File: config.mk
export PLATFORM = sky130hd
export DESIGN_NAME = sample_loader
export DESIGN_NICKNAME = d
export VERILOG_FILES = /design/src/rtl/synth_pkg.sv /design/src/rtl/sample_loader.sv
export SDC_FILE = /design/constraint.sdc
export NUM_CORES = 1
export LEC_CHECK = 0
export CAP_MARGIN = 10
export CORE_MARGIN = 2
export CORE_UTILIZATION = 62
export CTS_BUF_LIST = sky130_fd_sc_hd__clkbuf_8
export DETAILED_ROUTE_END_ITERATION = 12
export PLACE_DENSITY = 0.85
export SLEW_MARGIN = 20
export SYNTH_ARGS = -nofsm -noshare
export SYNTH_HDL_FRONTEND = slang
export SYNTH_SLANG_ARGS = --single-unit
File: constraint.sdc
create_clock -name clk -period 7.5 [get_ports clk]
set_clock_uncertainty 0.1 [all_clocks]
set_input_delay 1.125 -clock clk [delete_from_list [all_inputs] [get_ports clk]]
set_output_delay 1.125 -clock clk [all_outputs]
set_load 0.01 [all_outputs]
File: src/rtl/synth_pkg.sv
// Shared definitions for the sample loader and the sample playback ROM.
package synth_pkg;

    localparam logic [7:0]  SYNC_BYTE            = 8'hA5;
    localparam int unsigned SAMPLE_WIDTH_DEFAULT = 8;
    localparam int unsigned SAMPLE_SIZE_DEFAULT  = 512;

    typedef enum logic [3:0] {
        StIdle,
        StAddrHi,
        StAddrLo,
        StLenHi,
        StLenLo,
        StData,
        StCsum,
        StFin,
        StFail
    } state_e;

endpackage

File: src/rtl/sample_loader.sv
// Byte-stream frame parser that writes payload bytes into the sample memory.
// Define SAMPLE_LOADER_CHECKSUM_EN to require a trailing two's-complement checksum byte.
module sample_loader
    import synth_pkg::*;
#(
    parameter int unsigned SAMPLE_WIDTH = SAMPLE_WIDTH_DEFAULT,
    parameter int unsigned SAMPLE_SIZE  = SAMPLE_SIZE_DEFAULT,
    parameter int unsigned ADDR_WIDTH   = 9
) (
    input  logic                    clk,
    input  logic                    rst,
    input  logic                    in_valid,
    input  logic [7:0]              in_data,
    output logic                    in_ready,
    output logic                    wr_en,
    output logic [ADDR_WIDTH-1:0]   wr_addr,
    output logic [SAMPLE_WIDTH-1:0] wr_data,
    output logic                    busy,
    output logic                    done,
    output logic                    err
);

`ifdef SAMPLE_LOADER_CHECKSUM_EN
    localparam state_e DataEnd = StCsum;
    logic [7:0] sum_q, sum_d;
`else
    localparam state_e DataEnd = StFin;
`endif

    state_e                  state_q, state_d;
    logic                    in_ready_q, in_ready_d;
    logic                    wr_en_q, wr_en_d;
    logic [ADDR_WIDTH-1:0]   wr_addr_q, wr_addr_d;
    logic [SAMPLE_WIDTH-1:0] wr_data_q, wr_data_d;
    logic [15:0]             addr_q, addr_d;
    logic [7:0]              len_hi_q, len_hi_d;
    logic [ADDR_WIDTH-1:0]   ptr_q, ptr_d;
    logic [15:0]             count_q, count_d;
    logic                    accept;
    logic [15:0]             len_full;
    logic [16:0]             end_addr;

    assign accept   = in_valid && in_ready_q;
    assign len_full = {len_hi_q, in_data};
    // 17-bit sum so a 16-bit address plus length cannot overflow the range check
    assign end_addr = {1'b0, addr_q} + {1'b0, len_full};

    always_comb begin
        state_d   = state_q;
        addr_d    = addr_q;
        len_hi_d  = len_hi_q;
        ptr_d     = ptr_q;
        count_d   = count_q;
        wr_en_d   = 1'b0;
        wr_addr_d = wr_addr_q;
        wr_data_d = wr_data_q;
`ifdef SAMPLE_LOADER_CHECKSUM_EN
        sum_d     = sum_q;
`endif

        unique case (state_q)
            StIdle: begin
                if (accept && in_data == SYNC_BYTE) state_d = StAddrHi;
            end
            StAddrHi: begin
                if (accept) begin
                    addr_d[15:8] = in_data;
                    state_d      = StAddrLo;
                end
            end
            StAddrLo: begin
                if (accept) begin
                    addr_d[7:0] = in_data;
                    state_d     = StLenHi;
                end
            end
            StLenHi: begin
                if (accept) begin
                    len_hi_d = in_data;
                    state_d  = StLenLo;
                end
            end
            StLenLo: begin
                if (accept) begin
`ifdef SAMPLE_LOADER_CHECKSUM_EN
                    sum_d = 8'd0;
`endif
                    if (end_addr > 17'(SAMPLE_SIZE)) begin
                        state_d = StFail;
                    end else if (len_full == 16'd0) begin
                        state_d = DataEnd;
                    end else begin
                        ptr_d   = addr_q[ADDR_WIDTH-1:0];
                        count_d = len_full;
                        state_d = StData;
                    end
                end
            end
            StData: begin
                if (accept) begin
                    wr_en_d   = 1'b1;
                    wr_addr_d = ptr_q;
                    wr_data_d = SAMPLE_WIDTH'(in_data);
                    ptr_d     = ptr_q + ADDR_WIDTH'(1);
                    count_d   = count_q - 16'd1;
`ifdef SAMPLE_LOADER_CHECKSUM_EN
                    sum_d     = sum_q + in_data;
`endif
                    if (count_q == 16'd1) state_d = DataEnd;
                end
            end
`ifdef SAMPLE_LOADER_CHECKSUM_EN
            StCsum: begin
                if (accept) begin
                    state_d = (8'(sum_q + in_data) == 8'd0) ? StFin : StFail;
                end
            end
`endif
            StFin:   state_d = StIdle;
            StFail:  state_d = StIdle;
            default: state_d = StIdle;
        endcase

        in_ready_d = (state_d != StFin) && (state_d != StFail);
    end

    always_ff @(posedge clk or posedge rst) begin
        if (rst) begin
            state_q    <= StIdle;
            in_ready_q <= 1'b0;
            wr_en_q    <= 1'b0;
            wr_addr_q  <= '0;
            wr_data_q  <= '0;
            addr_q     <= '0;
            len_hi_q   <= '0;
            ptr_q      <= '0;
            count_q    <= '0;
        end else begin
            state_q    <= state_d;
            in_ready_q <= in_ready_d;
            wr_en_q    <= wr_en_d;
            wr_addr_q  <= wr_addr_d;
            wr_data_q  <= wr_data_d;
            addr_q     <= addr_d;
            len_hi_q   <= len_hi_d;
            ptr_q      <= ptr_d;
            count_q    <= count_d;
        end
    end

`ifdef SAMPLE_LOADER_CHECKSUM_EN
    always_ff @(posedge clk or posedge rst) begin
        if (rst) sum_q <= '0;
        else     sum_q <= sum_d;
    end
`endif

    assign in_ready = in_ready_q;
    assign wr_en    = wr_en_q;
    assign wr_addr  = wr_addr_q;
    assign wr_data  = wr_data_q;
    assign busy     = (state_q != StIdle);
    assign done     = (state_q == StFin);
    assign err      = (state_q == StFail);

endmodule

==> impl_metrics.env <==
export IMPL_post_cts_buffers=0
export IMPL_outcome="completed"
export IMPL_clock_latency_ns=0.35
export IMPL_synth_top_cell_area_share_pct=41.3
export IMPL_drt_iter0_drc=479
export IMPL_dieArea_mm2=0.00773
export IMPL_ctsHoldBuffers=0
export IMPL_cts_clk_slew_worst_paths_ns=0.08
export IMPL_grt_max_degree=73
export IMPL_io_buffers=32
export IMPL_period_needed_ns=5.13
export IMPL_drtPass1Iterations=8
export IMPL_ys_ff_latch=72
export IMPL_grt_pass1_vias=3688
export IMPL_holdPathEnd="wr_addr[6]"
export IMPL_worstHoldPathCells=2
export IMPL_place_area_mm2=0.00473
export IMPL_worstRegToRegCells=10
export IMPL_ys_flop_type="dfrtp_1"
export IMPL_finalMaxSlewViolations=0
export IMPL_muxShareOfSynthArea_pct=7.34
export IMPL_cp_top_family="simple AND/OR/NAND/NOR gates"
export IMPL_required_ns=7.58
export IMPL_crit_fanout=25
export IMPL_netlist_instances=474
export IMPL_rsz0062_at_grt="false"
export IMPL_die_h_um=87.9
export IMPL_grt_pass1_wl_um=18400
export IMPL_start_kind="primary input"
export IMPL_crit_type="in -> reg"
export IMPL_final_hold_viol_count=0
export IMPL_yosys_area_top_type="dfrtp_1"
export IMPL_multiInputGateArea_mm2=0.00243
export IMPL_r2r_slack_ns=3.43
export IMPL_cts_repair_resized=0
export IMPL_max_slew_margin_rel_pct=40.2
export IMPL_end_kind="flip-flop"
export IMPL_dp_hpwl_um=7660
export IMPL_final_area_mm2=0.00494
export IMPL_cp_slowest_cell="nor2_2"
export IMPL_cap_violations=0
export IMPL_coreArea_mm2=0.00679
export IMPL_synth_cell_type_count=60
export IMPL_die_width_um=87.9
export IMPL_worst_slew_pin_slew_ns=0.896
export IMPL_period_share_pct=68.3
export IMPL_gr_usage_all_layers_pct=31.0
export IMPL_worstHoldStart="wr_addr[6]"
export IMPL_nets=530
export IMPL_diodes=0
export IMPL_place_congestion=1.04
export IMPL_syn_nets=505
export IMPL_synth_adder_area_share_pct=5.90
export IMPL_drt_vias_per_instance=6.52
export IMPL_startpoint="in_data[0]"
export IMPL_synth_compound_area_share_pct=18.9
export IMPL_synthTopCellsByArea="dfrtp_1 (41%), nand2_1 (7.6%), mux2_2 (6.2%), ha_1 (5.4%), o221ai_1 (3.4%)"
export IMPL_setup_viol=0
export IMPL_cts_max_path_buffers=2
export IMPL_yosysSeqAreaShare_pct=41.3
export IMPL_synth_most_common_cell="nand2_1"
export IMPL_htree_levels=3
export IMPL_yosys_area_share_simple_pct=21.4
export IMPL_worstPathCellList="clkdlybuf4s50_1, ha_1, fa_1, a211oi_2, o211ai_1, a31oi_2, a211oi_1, mux2_4, and4_1, nor2_2, o221ai_1"
export IMPL_async_reset_ff_share_pct=100
export IMPL_area_growth_pct=13.2
export IMPL_clock_sinks=72
export IMPL_powerDensity_mw_per_mm2=431
export IMPL_p_leak_uw=0.00211
export IMPL_rows=30
export IMPL_synth_edf_count=0
export IMPL_synth_area_mm2=0.00437
export IMPL_dr_total_vias=3910
export IMPL_numCtsBuffers=9
export IMPL_fill_cells=523
export IMPL_antenna_found_initial=0
export IMPL_cts_tree="done"
export IMPL_wl_um=11200
export IMPL_slowest_delay_ns=0.72
export IMPL_synth_warnings=0
export IMPL_utilization_pct=72.8
export IMPL_hold_class="reg -> reg"
export IMPL_antenna_left=0
export IMPL_r2r_end="count_q[15]"
export IMPL_reg2reg_from="addr_q[0]"
export IMPL_drc=0
export IMPL_max_freq_ghz=0.195
export IMPL_initial_core_util_pct=64.3
export IMPL_synth_top_family_by_area="simple AND/OR/NAND/NOR gates"
export IMPL_syn_area_per_cell_um2=9.21
export IMPL_seq_area_mm2=0.00180
export IMPL_synthXorXnorAreaFrac_pct=1.81
export IMPL_crit_buf_inv=1
export IMPL_setup_tns_final_ns=0
export IMPL_ir_worst_vdd_mv=0.260
export IMPL_wl_per_cell_um=18.7
export IMPL_pin_count=33
export IMPL_grt_overflow_total=0
export IMPL_drive_gt1_share_pct=10.5
export IMPL_cp_arrival_ns=5.20
export IMPL_cts_root_buf="clkbuf_8"
export IMPL_synth_commonest_cells="nand2_1 (88), dfrtp_1 (72), nor2_1 (25)"
metrics by stage:
| step | worst slack, ns | power (uW) | hold slack, ns | std cells |
|---|---|---|---|---|
| final | 2.37 | 2130 | 0.377 | 600 |
| after global routing | 2.12 | 2280 | 0.397 | 600 |
| after CTS | 2.47 | 2120 | 0.383 | 600 |
| after detailed placement | 2.12 | 1790 | 0.362 | 584 |
| after global placement | 2.16 | 1760 | 0.357 | 584 |
| after floorplan | 3.53 | 1470 | 0.377 | 474 |
flip-flops by register name (all words and copies together) (netlist names):
name	flops
wr_data	8
state_q	4
wr_addr	9
len_hi_q	8
ptr_q	9
wr_en	1
addr_q	16
count_q	16
in_ready	1
tightest hold or removal path, cell delays in order (launching register included):
cell	delay (ns)
dfrtp_1	0.35
nand2_1	0.05
nand2_1	0.05
layer usage:
| layer | GRT usage (%) | vias up | part of all wire [%] |
|---|---|---|---|
| met5 | 0 | - | 0 |
| met4 | 11.7 | 0 | 2.6 |
| met3 | 5.84 | 32 | 6.8 |
| met2 | 48.1 | 185 | 47 |
| met1 | 43.3 | 1869 | 43 |
| li1 | - | 1824 | - |
cell usage in the layout, fill, tap and decap left out, drive strengths merged, types with 5 or more instances in the layout:
cell type and count:
a22oi 11, o221ai 17, xnor2 5, dfrtp 72
inv 12, o211ai 5, a21o 6, nor2 26
nand3 21, nor3 18, o21ai 15, nand3b 6
nand2 88, ha 19, nor4 9, mux2 26
a211oi 6, a21oi 24, clkbuf 9, o22ai 5
clkdlybuf4s50 32
cell type report:
type | instances | share of cell area (%)
well taps | 96 | 2.43
multi-input cells | 370 | 49.2
repair buffers | 36 | 7.09
clock inverters | 7 | 1.57
inverters | 10 | 0.759
flip-flops and latches | 72 | 36.4
clock buffers | 9 | 2.51
kinds of logic (layout without fill, tap and decap cells):
| group | Yosys count | in the layout |
|---|---|---|
| xor gates and xnor gates | 9 | 9 |
| DFF | 72 | 72 |
| and+or+nand+nor | 197 | 197 |
| AOI/OAI and AO/OA | 116 | 116 |
| muxes | 28 | 28 |
| adders and majority gates | 20 | 20 |
| buffers and inverters | 32 | 62 |
where the power goes:
group	total (uW)	switching, uW	internal (uW)
clock	317	160	157
sequential	761	195	566
combinational	1050	543	509
worst max path at each step:
| stage | endpoint | cells after the start |
|---|---|---|
| 4_1_cts | count_q[15] | 11 |
| 3_5_place_dp | count_q[11] | 11 |
| 6_report | count_q[15] | 11 |
| 2_1_floorplan | ptr_q[1] | 12 |
| 3_3_place_gp | ptr_q[1] | 10 |
| 5_1_grt | count_q[15] | 11 |
Power figures use the tool's default switching activity.
